<file path="config.mk">
export PLATFORM = sky130hd
export DESIGN_NAME = ddr_tx_scheduler_flat
export DESIGN_NICKNAME = d
export VERILOG_FILES = /design/src/rtl/ddr_tx_scheduler_if.sv /design/src/rtl/ddr_tx_scheduler.sv /design/src/flat_wrapper.sv
export SDC_FILE = /design/constraint.sdc
export NUM_CORES = 1
export LEC_CHECK = 0
export BUFFER_PORTS_ARGS = -buffer_cell sky130_fd_sc_hd__buf_4
export CORE_MARGIN = 2
export CORE_UTILIZATION = 30
export DETAILED_ROUTE_END_ITERATION = 12
export PLACE_DENSITY_LB_ADDON = 0.15
export SYNTH_ARGS = -nofsm -noshare
export SYNTH_HDL_FRONTEND = slang
export SYNTH_SLANG_ARGS = --single-unit
</file>
<file path="constraint.sdc">
create_clock -name clk -period 1.6 [get_ports clk]
set_input_delay 0.08 -clock clk [delete_from_list [all_inputs] [get_ports clk]]
set_output_delay 0.08 -clock clk [all_outputs]
set_load 0.03 [all_outputs]
</file>
<file path="src/rtl/ddr_tx_scheduler_if.sv">
// ddr_tx_scheduler_if: requester handshakes and DDR lane outputs of the scheduler
interface ddr_tx_scheduler_if #(
  parameter int WIDTH = 8
);
  logic             req0_valid;
  logic [WIDTH-1:0] req0_data;
  logic             req0_ready;
  logic             req1_valid;
  logic [WIDTH-1:0] req1_data;
  logic             req1_ready;
  logic             d_rise;
  logic             d_fall;
  logic             frame_active;
  logic             grant_id;
  logic             frame_done;
  modport master (
    output req0_valid, req0_data, req1_valid, req1_data,
    input  req0_ready, req1_ready, d_rise, d_fall, frame_active, grant_id, frame_done
  );
  modport slave (
    input  req0_valid, req0_data, req1_valid, req1_data,
    output req0_ready, req1_ready, d_rise, d_fall, frame_active, grant_id, frame_done
  );
endinterface

</file>
<file path="src/rtl/ddr_tx_scheduler.sv">
// ddr_tx_scheduler: round-robin share of one DDR lane, words sent MSB-first as bit pairs
module ddr_tx_scheduler #(
  parameter int WIDTH = 8,
  parameter int GAP   = 1
) (
  input logic               clk,
  input logic               areset,
  ddr_tx_scheduler_if.slave bus
);
  localparam int KW = $clog2(WIDTH);
  typedef enum logic [1:0] {S_IDLE, S_SHIFT, S_GAP} state_t;
  state_t           state, nxt;
  logic [WIDTH-1:0] sr, word;
  logic [KW-1:0]    k;
  logic [3:0]       gcnt;
  logic             last_grant, win, hs, last;
  // state register
  always_ff @(posedge clk or posedge areset)
    if (areset) state <= S_IDLE;
    else state <= nxt;
  // arbitration, readies and next state
  always_comb begin
    win = (bus.req0_valid && bus.req1_valid) ? ~last_grant : bus.req1_valid;
    hs = (state == S_IDLE) && (bus.req0_valid || bus.req1_valid);
    bus.req0_ready = (state == S_IDLE) && bus.req0_valid && !win;
    bus.req1_ready = (state == S_IDLE) && bus.req1_valid && win;
    word = win ? bus.req1_data : bus.req0_data;
    last = k == KW'(WIDTH/2 - 1);
    nxt = state;
    case (state)
      S_IDLE:  nxt = hs ? S_SHIFT : S_IDLE;
      S_SHIFT: nxt = last ? ((GAP > 0) ? S_GAP : S_IDLE) : S_SHIFT;
      default: nxt = (gcnt == 4'(GAP - 1)) ? S_IDLE : S_GAP;
    endcase
  end
  // the first pair is registered at the accepting edge so it shows one cycle later
  always_ff @(posedge clk or posedge areset)
    if (areset) begin
      sr <= '0;
      k <= '0;
      gcnt <= '0;
      bus.d_rise <= 1'b0;
      bus.d_fall <= 1'b0;
      bus.frame_active <= 1'b0;
      bus.frame_done <= 1'b0;
      bus.grant_id <= 1'b0;
      last_grant <= 1'b1;
    end else begin
      if (hs) begin
        sr <= word << 2;
        k <= '0;
        bus.d_rise <= word[WIDTH-1];
        bus.d_fall <= word[WIDTH-2];
        bus.frame_active <= 1'b1;
        bus.frame_done <= WIDTH == 2;
        bus.grant_id <= win;
        last_grant <= win;
      end else if (state == S_SHIFT && !last) begin
        sr <= sr << 2;
        k <= k + 1'b1;
        bus.d_rise <= sr[WIDTH-1];
        bus.d_fall <= sr[WIDTH-2];
        bus.frame_done <= (k + 1'b1) == KW'(WIDTH/2 - 1);
      end else begin
        bus.d_rise <= 1'b0;
        bus.d_fall <= 1'b0;
        bus.frame_active <= 1'b0;
        bus.frame_done <= 1'b0;
      end
      gcnt <= (state == S_GAP) ? gcnt + 1'b1 : 4'd0;
    end
endmodule

</file>
<file path="src/flat_wrapper.sv">
// flat-port wrapper written by rule: the top's interface ports become plain ports
module ddr_tx_scheduler_flat 
#(
  parameter int WIDTH = 8,
  parameter int GAP   = 1
)
  (clk, areset, bus_req0_valid, bus_req0_data, bus_req1_valid, bus_req1_data, bus_req0_ready, bus_req1_ready, bus_d_rise, bus_d_fall, bus_frame_active, bus_grant_id, bus_frame_done);
  ddr_tx_scheduler_if #(.WIDTH(WIDTH)) bus_i ();
  input logic clk;
  input logic areset;
  input wire logic [$bits(bus_i.req0_valid)-1:0] bus_req0_valid;
  input wire logic [$bits(bus_i.req0_data)-1:0] bus_req0_data;
  input wire logic [$bits(bus_i.req1_valid)-1:0] bus_req1_valid;
  input wire logic [$bits(bus_i.req1_data)-1:0] bus_req1_data;
  output wire logic [$bits(bus_i.req0_ready)-1:0] bus_req0_ready;
  output wire logic [$bits(bus_i.req1_ready)-1:0] bus_req1_ready;
  output wire logic [$bits(bus_i.d_rise)-1:0] bus_d_rise;
  output wire logic [$bits(bus_i.d_fall)-1:0] bus_d_fall;
  output wire logic [$bits(bus_i.frame_active)-1:0] bus_frame_active;
  output wire logic [$bits(bus_i.grant_id)-1:0] bus_grant_id;
  output wire logic [$bits(bus_i.frame_done)-1:0] bus_frame_done;
  assign bus_i.req0_valid = bus_req0_valid;
  assign bus_i.req0_data = bus_req0_data;
  assign bus_i.req1_valid = bus_req1_valid;
  assign bus_i.req1_data = bus_req1_data;
  assign bus_req0_ready = bus_i.req0_ready;
  assign bus_req1_ready = bus_i.req1_ready;
  assign bus_d_rise = bus_i.d_rise;
  assign bus_d_fall = bus_i.d_fall;
  assign bus_frame_active = bus_i.frame_active;
  assign bus_grant_id = bus_i.grant_id;
  assign bus_frame_done = bus_i.frame_done;
  ddr_tx_scheduler #(.WIDTH(WIDTH), .GAP(GAP)) u_core (.clk(clk), .areset(areset), .bus(bus_i));
endmodule
</file>
Yosys cells after proc, flatten, opt, wreduce, memory -nomap -nowiden
Index checks and enable logic that the tools add are counted.

word-level totals
  register bits = 23
  output and inout port bits = 7

operators by class
  add/subtract/negate cells = 2
  equal/unequal tests = 5
  mux-type cells = 19
  bitwise logic cells = 1
  reductions and logical operators = 13

operator list
  operator               number
  $mux W8                3
  $mux W1                10
  $logic_and A1 B1 Y1    7
  $eq A3 B2 Y1 const B   2
  $mux W3                2
  $add A4 B1 Y4 const B  1
  $logic_not A4 Y1       1
  $mux W2                2
  $mux W4                1
  $pmux W2 S2            1
  $add A3 B1 Y3 const B  1
  $eq A2 B1 Y1 const B   1
  $eq A2 B2 Y1 const B   1
  $logic_not A1 Y1       2
  $logic_not A2 Y1       1
  $ne A2 B1 Y1 const B   1
  $reduce_bool A2 Y1     1
  $logic_or A1 B1 Y1     1
  $not A1 Y1             1

Depth between registers and ports, before layout
  word-level depth = 5
  gate-level depth with buffers = 7
  mapped depth without buffers = 6

Worst setup path before layout
No wires, ideal clock.

  path kind = reg2reg
  start = register u_core.k[0]
  end = register u_core.sr[4]
  arrival = 1532 ps
  required time = 1459 ps
  setup slack = -73 ps
  stages on the path, launching flop included = 8
  buffers on the path = 1
  clock period less this slack = 1673 ps
  path through = dfrtp_1 ha_1 ha_1 or3b_1 buf_2 o21a_4 clkinv_8 o221ai_2

on the way
  longest elaborated chain between the ends = 4

ends and longest elaborated chain
  what                          RTL line                RTL
  from (decl)                   ddr_tx_scheduler.sv:14  logic [KW-1:0] k;
  from (signal assigned)        ddr_tx_scheduler.sv:60  k <= k + 1'b1;
  $eq A3 B2 Y1                  ddr_tx_scheduler.sv:28  last = k == KW'(WIDTH/2 - 1);
  $logic_not A1 Y1              ddr_tx_scheduler.sv:58  end else if (state == S_SHIFT && !last) begin
  $logic_and A1 B1 Y1           ddr_tx_scheduler.sv:58
  $reduce_bool A2 Y1 (no line)  --
  to (signal assigned)          ddr_tx_scheduler.sv:50  sr <= word << 2;
  to (signal assigned)          ddr_tx_scheduler.sv:59  sr <= sr << 2;
  to (decl)                     ddr_tx_scheduler.sv:13  logic [WIDTH-1:0] sr, word;

Every way passes these cells.
A chain may end at the register's enable or synchronous reset.

Worst setup path after layout
  start = register u_core.k[0]
  end = register u_core.sr[6]

The elaborated chain is that of the path after synthesis.

==> metrics.txt <==
port bufs 26; Synth Area in Adders 0.06024; syn_area_per_cell 11.54 sq um; hold depth 3; FF-to-FF Start u_core.k[0]; max incr delay on CP 0.40 ns; FF-to-FF setup slack 0.03 ns; vias in the first global route 824; Post-Synth Simple-Gate Area 0.1060; mux cell area share after synthesis 0.09639; H-tree depth 1; register bit total from synthesis 21; first-pass GRT wire length 3484 um; Max-Cap Viols 0; chip width 62.84 um; total clock sinks 21; Hold EP u_core.sr[2]; Avg WL per Cell 11.24 um; Vert. Die Dim 62.84 um; crit-path leading delay family flip-flops; cell area after synthesis 0.001038 sq mm; Detailed Route Iter0 Violations 29; Initial Util 0.3112; Gate Count Post-Synth 90; FMAX 637.2 MHz; final period utilization 0.9808; post-synthesis compound-gate area fraction 0.1494; Initial DRT Pass Iterations 4; P_leak 0.6851 nW; Netlist cell types 28; largest family of logic cells by synthesized area compound AO/OA/AOI/OAI gates; largest net degree at the start of global routing 22; Hold Fails Final Rpt 0; area of the multi-input gates 476.7 sq um; DRC viols 0; grt ovf 0; clk_skew 0.01675 ns; r2r worst-path depth 6; Post-Route WL 1979 um; core area 0.003337 sq mm; GRT Overall Usage 0.1115; placer congestion estimate 0.7083; slowest stage cell on the critical path dfrtp_1; Nets 156; HP Class in -> reg; I/O pins 27; crit-path cells ha_2 -> ha_4 -> or3b_4 -> o21a_4 -> clkinv_8 -> o221ai_2; YS warnings 0; Clock Root Buffer clkbuf_4; syn nets 115; min-delay src bus_req0_data[0]; CTS tree done; Synth Area in XOR/XNOR 0.01687; worst setup path category reg -> reg; critical path endpoint category flip-flop; area after detailed placement 0.001354 sq mm; RSZ-0062 raised after global routing true; Site Rows 21; Critical Path AT 1.76 ns; FILL cells 339; Final Critical Period 1.569 ns; die area 0.003948 sq mm; share of layout cells above drive strength 1 0.4231; post-layout util 0.4293; Setup violations, final 0; Crit path buffers/inverters 1; total number of vias 787; Worst setup SP type flip-flop; clock latency on the worst-skew pair 0.31 ns; maximum VDD drop 0.0006679 V; Antenna Cells 0; Req. time, crit path 1.79 ns; area grow syn2layout 37.95%; TritonCTS buffer count 3; critical path peak fanout 7; capturing point of the worst reg2reg path u_core.sr[6]; max_slew headroom 0.6368; initial antenna violation count 0; DRT antenna net count 0; Design Area, Final 0.001433 sq mm; storage element area 526.8 sq um; Vias/cell 4.472; Max Slew Vio Count 0; Reg clk slew, reported paths 0.13 ns; status complete, no violations; pwr/cell area 1688 mW/mm^2; Final HPWL DP 1465 um; maximum root-to-sink buffer count 2; Worst-Margin Slew 0.5448 ns; post-synthesis sequential area ratio 0.5072
==> where the power goes <==
group | leakage, nW | switching (W) | internal, W | total, W
Combinational | 0.403 | 0.000679 | 0.000613 | 0.00129
Clock | 0.0139 | 0.000172 | 0.0000954 | 0.000267
Sequential | 0.268 | 0.000115 | 0.000744 | 0.000858
==> worst max path at each step <==
stage / startpoint / to / cells after the start
2_1_floorplan: u_core.k[1] / u_core.sr[4] / 7
3_3_place_gp: u_core.last_grant / u_core.sr[5] / 3
3_5_place_dp: u_core.last_grant / u_core.sr[6] / 3
4_1_cts: u_core.k[1] / u_core.sr[6] / 6
5_1_grt: u_core.k[0] / u_core.sr[5] / 6
6_report: u_core.k[0] / u_core.sr[6] / 6
==> cells in the mapped netlist, drive strengths merged <==
library cell | n | share of area
dfstp | 1 | 0.025
nand2 | 8 | 0.029
or2 | 1 | 0.0060
a21oi | 1 | 0.0048
and2 | 1 | 0.0060
o2bb2ai | 3 | 0.025
or3b | 1 | 0.0084
nand3 | 1 | 0.0048
mux2i | 10 | 0.096
o21a | 1 | 0.014
a31oi | 1 | 0.0060
and3 | 1 | 0.0060
ha | 5 | 0.060
inv | 10 | 0.036
a21o | 1 | 0.0072
xnor2 | 1 | 0.0084
buf | 2 | 0.012
nor2 | 7 | 0.025
nor3b | 2 | 0.014
o221ai | 4 | 0.058
dfrtp | 20 | 0.48
nand2b | 1 | 0.0060
xor2 | 1 | 0.0084
o21ai | 1 | 0.0084
clkinv | 1 | 0.016
a21boi | 1 | 0.0072
o22ai | 3 | 0.018
==> flip-flops by register name (all words and copies together) (netlist names) <==
name / cells
u_core.sr: 6
u_core.gcnt: 4
u_core.k: 3
u_core.state: 2
u_core.bus.d_fall: 1
u_core.bus.d_rise: 1
u_core.bus.frame_active: 1
u_core.bus.frame_done: 1
u_core.bus.grant_id: 1
u_core.last_grant: 1
==> worst min-delay path: cells and delay by family <==
kind / cells / cell delay, ns
buffers and inverters: 1 / 0.08
muxes: 1 / 0.05
AOI/OAI and AO/OA: 1 / 0.13
==> placed cells by master (no fill, tap or decap), drive strengths merged <==
master and n:
dlygate4sd3 1, mux2i 10, a31oi 1, o22ai 3, a21o 1, inv 10, nand2b 1, and2 1
o21a 1, dfrtp 20, clkinv 1, and3 1, xor2 1, dfstp 1, nor3b 2, o221ai 4
a21boi 1, a21oi 1, clkinvlp 1, nand3 1, or3b 1, o21ai 1, nor2 7, o2bb2ai 3
xnor2 1, clkbuf 3, or2 1, nand2 8, buf 37, ha 5
==> layer usage <==
metal / share of wire / GRT usage
met1: 0.47 / 0.1456
met2: 0.46 / 0.1747
met3: 0.058 / 0.02523
met4: 0.015 / 0.05278
met5: 0 / 0
==> through the flow <==
stage / power, W / hold slack, ns / setup WS [ns] / std cells / setup TNS (ns)
final: 0.002418 / 0.04124 / 0.03075 / 176 / 0
after global routing: 0.002611 / 0.03248 / -0.01632 / 176 / -0.06073
after CTS: 0.002416 / 0.03441 / 0.01301 / 174 / 0
after detailed placement: 0.002100 / 0.1390 / -0.2546 / 168 / -1.659
after global placement: 0.002083 / 0.1419 / -0.1910 / 168 / -1.483
after floorplan: 0.001719 / 0.05579 / -0.04491 / 90 / -0.2337
==> what timing repair did <==
action,in CTS,in global routing
buffers inserted,1,2
endpoints found under the hold margin,20,0
resized for setup,3,1
hold buffers,1,0
gates cloned,0,0
setup endpoints to repair,11,9
pin swaps,0,3
==> area by class of cell <==
type	instances	share of cell area
timing repair buffer	38	0.2009
clock inverter	1	0.005240
inverter	11	0.03755
clock buffer	3	0.01572
multi-input combinational	56	0.3328
tap	46	0.04017
sequential	21	0.3677
==> cells by family after synthesis <==
| kind of cell | after synthesis |
|---|---|
| flip-flops | 21 |
| AO/OA/AOI/OAI | 16 |
| multiplexers | 10 |
| XOR/XNOR | 2 |
| AND/OR/NAND/NOR | 23 |
| buffers and inverters | 13 |
| adder cells (fa/ha/maj) | 5 |
(Power assumes the default switching activity.)
